==> config.mk <==
export PLATFORM = sky130hd
export DESIGN_NAME = ov7670_cfg_seq
export DESIGN_NICKNAME = d
export VERILOG_FILES = /design/src/rtl/ov7670_cfg_seq.sv
export SDC_FILE = /design/constraint.sdc
export NUM_CORES = 1
export LEC_CHECK = 0
export CORE_ASPECT_RATIO = 1.5
export CORE_MARGIN = 2
export CORE_UTILIZATION = 50
export DETAILED_ROUTE_END_ITERATION = 8
export PLACE_DENSITY = 0.68
export SETUP_SLACK_MARGIN = 0.2
export SLEW_MARGIN = 10
export SYNTH_ARGS = -nofsm -noshare
export SYNTH_HDL_FRONTEND = slang
export SYNTH_SLANG_ARGS = --single-unit
==> constraint.sdc <==
create_clock -name clk -period 3.46 [get_ports clk]
set_clock_uncertainty 0.2 [all_clocks]
set_input_delay 0.346 -clock clk [delete_from_list [all_inputs] [get_ports clk]]
set_output_delay 0.346 -clock clk [all_outputs]
set_load 0.02 [all_outputs]
==> src/rtl/ov7670_cfg_seq.sv <==
// ov7670_cfg_seq
// Walks the OV7670 register ROM and writes every {reg_addr, value} entry to
// the camera as an SCCB 3-phase write (ID byte, register, value; each phase is
// 8 data bits plus a don't-care 9th bit). Stops at a 16'hFFFF marker or after
// REG_COUNT entries, then raises a sticky done flag for the capture pipeline.
//
// Ports
//   clk, rst       system clock, asynchronous active-high reset
//   start          one-cycle request pulse
//   rom_addr       ROM entry index (ROM output is registered: data follows 1 clk later)
//   rom_reg_addr   ROM register address
//   rom_value      ROM register value
//   sio_c          SCCB clock, push-pull
//   sio_d_oe       1 = pull SIO_D low, 0 = release (external pull-up)
//   busy           high from accepted start until the sequence ends
//   done           sticky completion flag, cleared by the next accepted start
//   cfg_cnt        number of completed register writes
//   state_dbg      current FSM state encoding, for debug/observability
//
// Handshake: start is a request with no ready; it is taken only in a cycle
// where busy is low (IDLE or FINISH). A pulse while busy is dropped, and busy
// rising in the following cycle is the acknowledgement.
module ov7670_cfg_seq #(
  parameter int         CLK_FREQ_HZ  = 50_000_000,
  parameter int         SCCB_FREQ_HZ = 100_000,
  parameter int         REG_COUNT    = 171,
  parameter logic [7:0] DEV_ADDR     = 8'h42,
  parameter int         PWRUP_CYC    = 50_000,
  parameter int         SWRST_CYC    = 50_000,
  parameter int         GAP_CYC      = 400
) (
  input  logic       clk,
  input  logic       rst,
  input  logic       start,
  output logic [7:0] rom_addr,
  input  logic [7:0] rom_reg_addr,
  input  logic [7:0] rom_value,
  output logic       sio_c,
  output logic       sio_d_oe,
  output logic       busy,
  output logic       done,
  output logic [7:0] cfg_cnt,
  output logic [3:0] state_dbg
);

  // Quarter period of SIO_C in system clocks.
  localparam int Q  = CLK_FREQ_HZ / (4 * SCCB_FREQ_HZ);
  localparam int QW = (Q > 1) ? $clog2(Q) : 1;

  typedef enum logic [3:0] {
    IDLE, PWRUP, FETCH, WAIT_ROM, CHECK, START, BITS, STOP, SWRST, GAP, FINISH
  } state_t;

  state_t        state, state_n;
  logic [QW-1:0] qcnt;      // position inside the current quarter
  logic [1:0]    qtr;       // quarter index inside START/bit/STOP
  logic [4:0]    bit_idx;   // 0..26 across the three 9-bit phases
  logic [31:0]   wcnt;      // cycles spent in the current wait state
  logic [15:0]   entry_q;   // latched {reg_addr, value}
  logic [26:0]   frame;
  logic          tick;
  logic          accept;
  logic          swrst_hit;

  assign tick      = (qcnt == QW'(Q - 1));
  assign accept    = start && ((state == IDLE) || (state == FINISH));
  // Writing COM7 (0x12) with bit7 set soft-resets the sensor; it needs time
  // to come back before the next write is accepted.
  assign swrst_hit = (entry_q[15:8] == 8'h12) && entry_q[7];
  // 9th bit of each phase is sent as 1, i.e. SIO_D released.
  assign frame     = {DEV_ADDR, 1'b1, entry_q[15:8], 1'b1, entry_q[7:0], 1'b1};
  assign state_dbg = state;

  // State register
  always_ff @(posedge clk or posedge rst) begin
    if (rst) state <= IDLE;
    else     state <= state_n;
  end

  // Next state and bus outputs. Bus outputs are decoded from registered state
  // and quarter counters, so they only move on quarter boundaries.
  always_comb begin
    state_n  = state;
    sio_c    = 1'b1;
    sio_d_oe = 1'b0;
    case (state)
      IDLE:     if (start) state_n = PWRUP;
      PWRUP:    if (wcnt == 32'(PWRUP_CYC - 1)) state_n = FETCH;
      FETCH:    state_n = WAIT_ROM;
      WAIT_ROM: state_n = CHECK;
      CHECK: begin
        if ((entry_q == 16'hFFFF) || (rom_addr == 8'(REG_COUNT))) state_n = FINISH;
        else                                                      state_n = START;
      end
      START: begin
        // SIO_D falls in the second quarter while SIO_C stays high.
        sio_d_oe = (qtr == 2'd1);
        if (tick && (qtr == 2'd1)) state_n = BITS;
      end
      BITS: begin
        // Low for Q0/Q1 (data set up at Q0), high for Q2/Q3.
        sio_c    = qtr[1];
        sio_d_oe = ~frame[5'd26 - bit_idx];
        if (tick && (qtr == 2'd3) && (bit_idx == 5'd26)) state_n = STOP;
      end
      STOP: begin
        // SIO_D held low through the SIO_C rise, released while SIO_C is high.
        sio_c    = (qtr != 2'd0);
        sio_d_oe = (qtr != 2'd2);
        if (tick && (qtr == 2'd2)) state_n = swrst_hit ? SWRST : GAP;
      end
      SWRST:    if (wcnt == 32'(SWRST_CYC - 1)) state_n = GAP;
      GAP:      if (wcnt == 32'(GAP_CYC - 1)) state_n = FETCH;
      FINISH:   state_n = start ? PWRUP : IDLE;
      default:  state_n = IDLE;
    endcase
  end

  // Counters and sequencer registers
  always_ff @(posedge clk or posedge rst) begin
    if (rst) begin
      qcnt     <= '0;
      qtr      <= '0;
      wcnt     <= '0;
      bit_idx  <= '0;
      entry_q  <= '0;
      rom_addr <= '0;
      cfg_cnt  <= '0;
      busy     <= 1'b0;
      done     <= 1'b0;
    end else begin
      // Every state entry starts its timing from zero.
      if (state_n != state) begin
        qcnt <= '0;
        qtr  <= '0;
        wcnt <= '0;
      end else begin
        wcnt <= wcnt + 32'd1;
        if (tick) begin
          qcnt <= '0;
          qtr  <= qtr + 2'd1;
        end else begin
          qcnt <= qcnt + QW'(1);
        end
      end

      if (state != BITS)                  bit_idx <= '0;
      else if (tick && (qtr == 2'd3))     bit_idx <= bit_idx + 5'd1;

      // Captured on the edge into CHECK, so CHECK decides on latched data.
      // rom_addr has been stable for at least two cycles by then.
      if (state == WAIT_ROM) entry_q <= {rom_reg_addr, rom_value};

      if (accept) begin
        busy     <= 1'b1;
        done     <= 1'b0;
        cfg_cnt  <= '0;
        rom_addr <= '0;
      end

      if ((state == CHECK) && (state_n == FINISH)) begin
        busy <= 1'b0;
        done <= 1'b1;
      end

      if ((state == STOP) && (state_n != STOP)) begin
        cfg_cnt  <= cfg_cnt + 8'd1;
        rom_addr <= rom_addr + 8'd1;
      end
    end
  end

endmodule

==> reports/metrics.yaml, run 1 <==
outcome: "completed"
synth-edff-count: 0
rsz0062_at_grt: "no"
synth_top_cell_by_area: "dfrtp_1"
seqCellArea_sq_um: 2102
setup_violations: 0
drtIter0Drc: 153
grt_pass1_wl_mm: 19.88
dr.pass1.iters: 4
grt.total_usage_pct: 22.34
antenna_cells: 0
seq_area_frac_synth_pct: 41.22
antenna_found_initial: 0
synthToLayoutAreaGrowth_pct: 17.57
clk_path_buf_depth: 2
synth_top_area_share_pct: 41.22
finalCriticalPeriod_ns: 3.036
synthDistinctLibCells: 61
syn_nets: 548
arrival_ns: 3.09
die_width_um: 86.46
fin_util_pct: 59.83
io_pins: 43
nFillCells: 856
cpLargestDelayFamily: "simple AND/OR/NAND/NOR gates"
fp.dieArea_sq_um: 11040
synth_area_sq_um: 5100
path_cells: "nand3_1, nor3_1, nand2_1, a32o_1, or3b_2, buf_4, a211oi_2"
max_clock_freq_mhz: 329.4
drive_above_1_share_pct: 18.76
min_period_over_period_pct: 87.73
hold_viol: 0
cp-start-kind: "register"
critPathMaxFanout: 17
p_sw_uw: 418.6
start_util_pct: 50.89
gp_congestion: 0.8338
synthCells: 516
portBuffers: 42
hold_class: "in2async"
end_kind: "register"
cts_setup_buffers: 0
netSwitchingFraction_pct: 21.50
ys.flop_type: "dfrtp_1"
worstSkewPairLatency_ns: 0.35
die_y_um: 127.7
ir_drop_mv: 0.2423
layout.nets: 592
dpl.hpwl_mm: 8.158
clock-sinks: 84
synth_warnings: 0
multi_input_area_sq_um: 2794
finalMaxSlewViolations: 0
p_seq_share_pct: 50.5
avgSynthCellArea_sq_um: 9.884
synth.area.top_cells: "dfrtp_1, a211oi_2, xnor2_1, mux2_2, nand3_1"
max-cap-violations: 0
htree_num_levels: 3
worst_pin_slew_ns: 0.6684
synth-seq-cells: 84
clockPowerShare_pct: 47.3
gr-total-overflow: 0
async_flop_share_pct: 100.0
cts_tree: "yes"
power_leakage_nw: 2.412
power_mw: 1.946
numCtsBuffers: 9
placementRows: 45
clock-root-buffer: "clkbuf_16"
grt_max_degree: 59
worst_path_max_delay_cell: "or3b_2"
combPwrFrac_pct: 2.2
wl_mm: 11.44
cp.required_ns: 3.51
vias: 4098
clkTransAtPathRegs_ns: 0.07
crit_buf_inv: 1
power_density_nw_per_um2: 324.6
cts-hold-fix-buffers: 0
drc: 0
p_int_mw: 1.528
slew_headroom_pct: 55.36
wire_per_inst_um: 16.77
crit_type: "reg2reg"
fin_setup_tns_ns: 0
rrSetupSlack_ns: 0.42
grt_pass1_vias: 4291
coreArea_sq_um: 10020
vias_per_cell: 6.009
slowest_delay_ns: 0.72
antenna_left: 0
==> layer usage <==
| metal | track usage [%] | part of all wire, % | wire length [um] | vias up |
|---|---|---|---|---|
| li1 | - | - | - | 1972 |
| met1 | 25.78 | 41 | 4686 | 2019 |
| met2 | 39.46 | 52 | 5986 | 72 |
| met3 | 2.704 | 2.3 | 261 | 35 |
| met4 | 12.32 | 4.4 | 503 | 0 |
| met5 | 0 | 0 | 0 | - |
==> cells in the mapped netlist (13+ instances only) <==
cell / n
xor2_1: 15
nand3_1: 36
a211oi_2: 35
xnor2_1: 31
and3_1: 16
ha_1: 13
nor2_1: 37
mux2_2: 17
dfrtp_1: 84
a21oi_1: 16
inv_1: 15
nand2_1: 47
o21ai_0: 27
nand4_1: 14
==> worst register-to-register path: stages (launching register included) <==
cell,delay (ns)
dfrtp_1,0.40
nand3_1,0.15
nor3_1,0.51
nand2_1,0.11
a32o_1,0.34
or3b_2,0.72
buf_4,0.31
a211oi_2,0.20
==> layout by cell type (no fill, tap or decap), types with 5 or more instances in the layout <==
cell type	n
dfrtp_1	84
nand2_1	46
clkdlybuf4s50_1	41
nor2_1	37
nand3_1	36
a211oi_2	35
xnor2_1	30
o21ai_0	27
mux2_2	17
buf_4	17
and3_1	16
a21oi_1	16
xor2_1	15
nand4_1	14
inv_1	14
ha_1	13
nor4_1	11
nor3_1	11
clkbuf_16	9
and2_1	5
==> cell families after synthesis <==
family                     Yosys count  share of synthesized area [%]
and+or+nand+nor                    201                          20.41
AOI/OAI and AO/OA                  103                          17.17
DFF                                 84                          41.22
xor gates and xnor gates            46                          7.900
buffers and inverters               45                          4.465
muxes                               23                          5.422
adders and majority gates           14                          3.410
==> power by group through the flow <==
stage / clock network (mW) / registers, mW / logic (mW)
floorplan: 0 / 1.00 / 0.0151
global placement: 0 / 1.00 / 0.0445
detailed placement: 0 / 1.00 / 0.0453
CTS: 0.936 / 0.982 / 0.0454
global route: 0.972 / 0.981 / 0.0492
finish: 0.921 / 0.982 / 0.0434
==> through the flow <==
step	cells	hold WS (ns)	setup slack (ns)	area, sq um
floorplan	516	0.2329	0.5946	5100
global placement	666	0.2545	0.2439	5704
detailed placement	666	0.2642	0.2034	5704
CTS	682	0.1523	0.2760	6000
global route	682	0.1763	0.2442	5996
finish	682	0.1297	0.4244	5996
==> area by class of cell <==
type	count	share of cell area, %
timing repair buffer	62	10.06
tap	117	2.442
clock inverter	5	0.6052
inverter	16	1.023
sequential	84	35.06
multi-input combinational	387	46.60
clock buffer	11	4.215
==> registers in the layout, summed over array words and instances (netlist names) <==
| register | count |
|---|---|
| entry_q | 16 |
| busy | 1 |
| qcnt | 7 |
| rom_addr | 8 |
| done | 1 |
| wcnt | 32 |
| qtr | 2 |
| state_dbg | 4 |
| bit_idx | 5 |
| cfg_cnt | 8 |
==> repair_timing <==
action,in CTS,in global routing
gates resized for setup,2,3
hold endpoints to repair,0,0
cloned,0,0
endpoints found under the setup margin,1,1
==> worst paths after layout <==
kind	endpoint	cells after the start	start
worst max-delay path	wcnt[30]$_DFF_PP0_	7	entry_q[7]$_DFFE_PP0P_
worst max register to register	wcnt[30]$_DFF_PP0_	7	entry_q[7]$_DFFE_PP0P_
worst min register to register	wcnt[0]$_DFF_PP0_	1	wcnt[0]$_DFF_PP0_
max in group asynchronous	qcnt[4]$_DFF_PP0_	3	rst
worst min-delay path	entry_q[9]$_DFFE_PP0P_	2	rst
min in group clk	wcnt[0]$_DFF_PP0_	1	wcnt[0]$_DFF_PP0_
Power figures use the tool's default switching activity.
==> run 2: changes to the inputs <==
clock period = 3.7 ns   (was 3.46 ns; I/O delays follow)
==> reports/metrics.yaml, run 2 (synthesis gave the netlist of run 1 again) <==
outcome: "completed"
layout.nets: 587  # -0.84%
layout_common_cells: "dfrtp_1, nand2_1, clkdlybuf4s50_1"
dpl.hpwl_mm: 8.219  # +0.74%
rrSetupSlack_ns: 0.59  # +0.17 ns
coreArea_sq_um: 10020  # unchanged
setup_violations: 0  # unchanged
max_clock_freq_mhz: 307.8
cp.required_ns: 3.13  # -0.38 ns
fp.dieArea_sq_um: 11040  # unchanged
end_kind: "primary output"
hold_class: "reg2reg"
hold-worst-slack_ns: 0.2612  # +0.1315 ns
clock-sinks: 84  # unchanged
min_period_over_period_pct: 87.79
htree_num_levels: 3  # unchanged
worst_pin_slew_ns: 1.043  # +0.3741 ns
finalMaxSlewViolations: 0  # unchanged
cp-start-kind: "register"
finalCriticalPeriod_ns: 3.248
dr.pass1.iters: 4  # unchanged
cts_tree: "yes"
grt_pass1_vias: 4046  # -5.7%
ir_drop_mv: 0.2113  # -13%
worstReg2RegStart: "state_dbg[3]$_DFF_PP0_"
cts_resized: 2  # unchanged
numCtsBuffers: 9  # unchanged
min_from: "wcnt[0]$_DFF_PP0_"
hold_viol: 0  # unchanged
worstSkewPairLatency_ns: 0.35  # about the same
clkTransAtPathRegs_ns: 0.06  # about the same
antenna_cells: 0  # unchanged
slew_headroom_pct: 30.50  # -25 points
reg_top3: "wcnt x32, entry_q x16"
antenna_found_initial: 0  # unchanged
largest-register: "wcnt"
cts_setup_buffers: 0  # unchanged
antenna_left: 0  # unchanged
place_ws_ns: 0.3952  # +0.1919 ns
worstReg2RegEnd: "wcnt[23]$_DFF_PP0_"
wl_mm: 11.45  # +0.13%
grt.total_usage_pct: 22.46  # +0.12 points
clk_path_buf_depth: 2  # unchanged
power_leakage_nw: 2.387  # -1.0%
ff2ff_path_depth: 7  # unchanged
power_mw: 1.874  # -3.7%
cts-hold-fix-buffers: 0  # unchanged
endpoint: "sio_d_oe"
clock-root-buffer: "clkbuf_16"
drc: 0  # unchanged
grt_max_degree: 59  # unchanged
layout_setup_ws_ns: 0.4516  # +0.02718 ns
crit_type: "reg2out"
fin_setup_tns_ns: 0  # unchanged
power_density_nw_per_um2: 315.5  # -2.8%
io_pins: 43  # unchanged
placementRows: 45  # unchanged
drive_above_1_share_pct: 17.68  # -1.1 points
synthToLayoutAreaGrowth_pct: 16.46
grt_pass1_wl_mm: 19.76  # -0.59%
max-cap-violations: 0  # unchanged
portBuffers: 42  # unchanged
die_y_um: 127.7  # unchanged
die_width_um: 86.46  # unchanged
arrival_ns: 2.68  # -0.41 ns
largest_register_ffs: 32  # unchanged
vias_per_cell: 5.939  # -1.2%
gr-total-overflow: 0  # unchanged
gp_congestion: 0.8568  # +2.8%
critPathMaxFanout: 11  # -6
vias: 4021  # -1.9%
drtIter0Drc: 227  # +48%
wire_per_inst_um: 16.92  # +0.87%
fin_util_pct: 59.26  # -0.56 points
layout_commonest_cell: "dfrtp_1"
crit_path_start: "bit_idx[0]$_DFFE_PP0P_"
start_util_pct: 50.89  # unchanged
rsz0062_at_grt: "no"
run 2: worst min path at each step:
stage,to,cells after the start
2_1_floorplan,wcnt[0]$_DFF_PP0_,1
3_3_place_gp,wcnt[0]$_DFF_PP0_,1
3_5_place_dp,wcnt[0]$_DFF_PP0_,1
4_1_cts,wcnt[0]$_DFF_PP0_,1
5_1_grt,wcnt[0]$_DFF_PP0_,1
6_report,wcnt[0]$_DFF_PP0_,1
run 2: where the power goes:
part	switching [mW]	leakage, nW	internal, mW	total, mW
Clock	0.372	0.138	0.543	0.915
Combinational	0.0220	1.20	0.0186	0.0406
Sequential	0	1.05	0.918	0.918
run 2: area by class of cell:
cell class                 count  area (sq um)
sequential                    84          2102
clock buffer                  11         242.7
tap                          117         146.4
inverter                      16         61.31
fill                         888          4083
timing repair buffer          57         531.8
clock inverter                 5         61.31
multi-input combinational    387          2794
run 2: metrics by stage:
step                instances  area (sq um)
finish                    677          5939
global route              677          5939
CTS                       677          5939
detailed placement        661          5629
global placement          661          5629
floorplan                 516          5100
run 2: worst max-delay path, stage by stage (launching register included):
cell	delay (ns)
dfrtp_1	0.36
buf_4	0.19
inv_1	0.11
ha_1	0.38
nor3_1	0.16
a21oi_1	0.07
mux2i_1	0.13
a21oi_1	0.07
or3_1	0.32
a31oi_1	0.18
dlygate4sd2_1	0.36
run 2: per-layer routing:
layer	part of all wire (%)	vias up	GRT usage, %	routed length, um
met3	2.8	19	2.833	317
met4	1.8	0	9.099	205
li1	-	1960	-	-
met2	54	81	39.05	6208
met5	0	-	0	0
met1	41	1961	27.91	4721
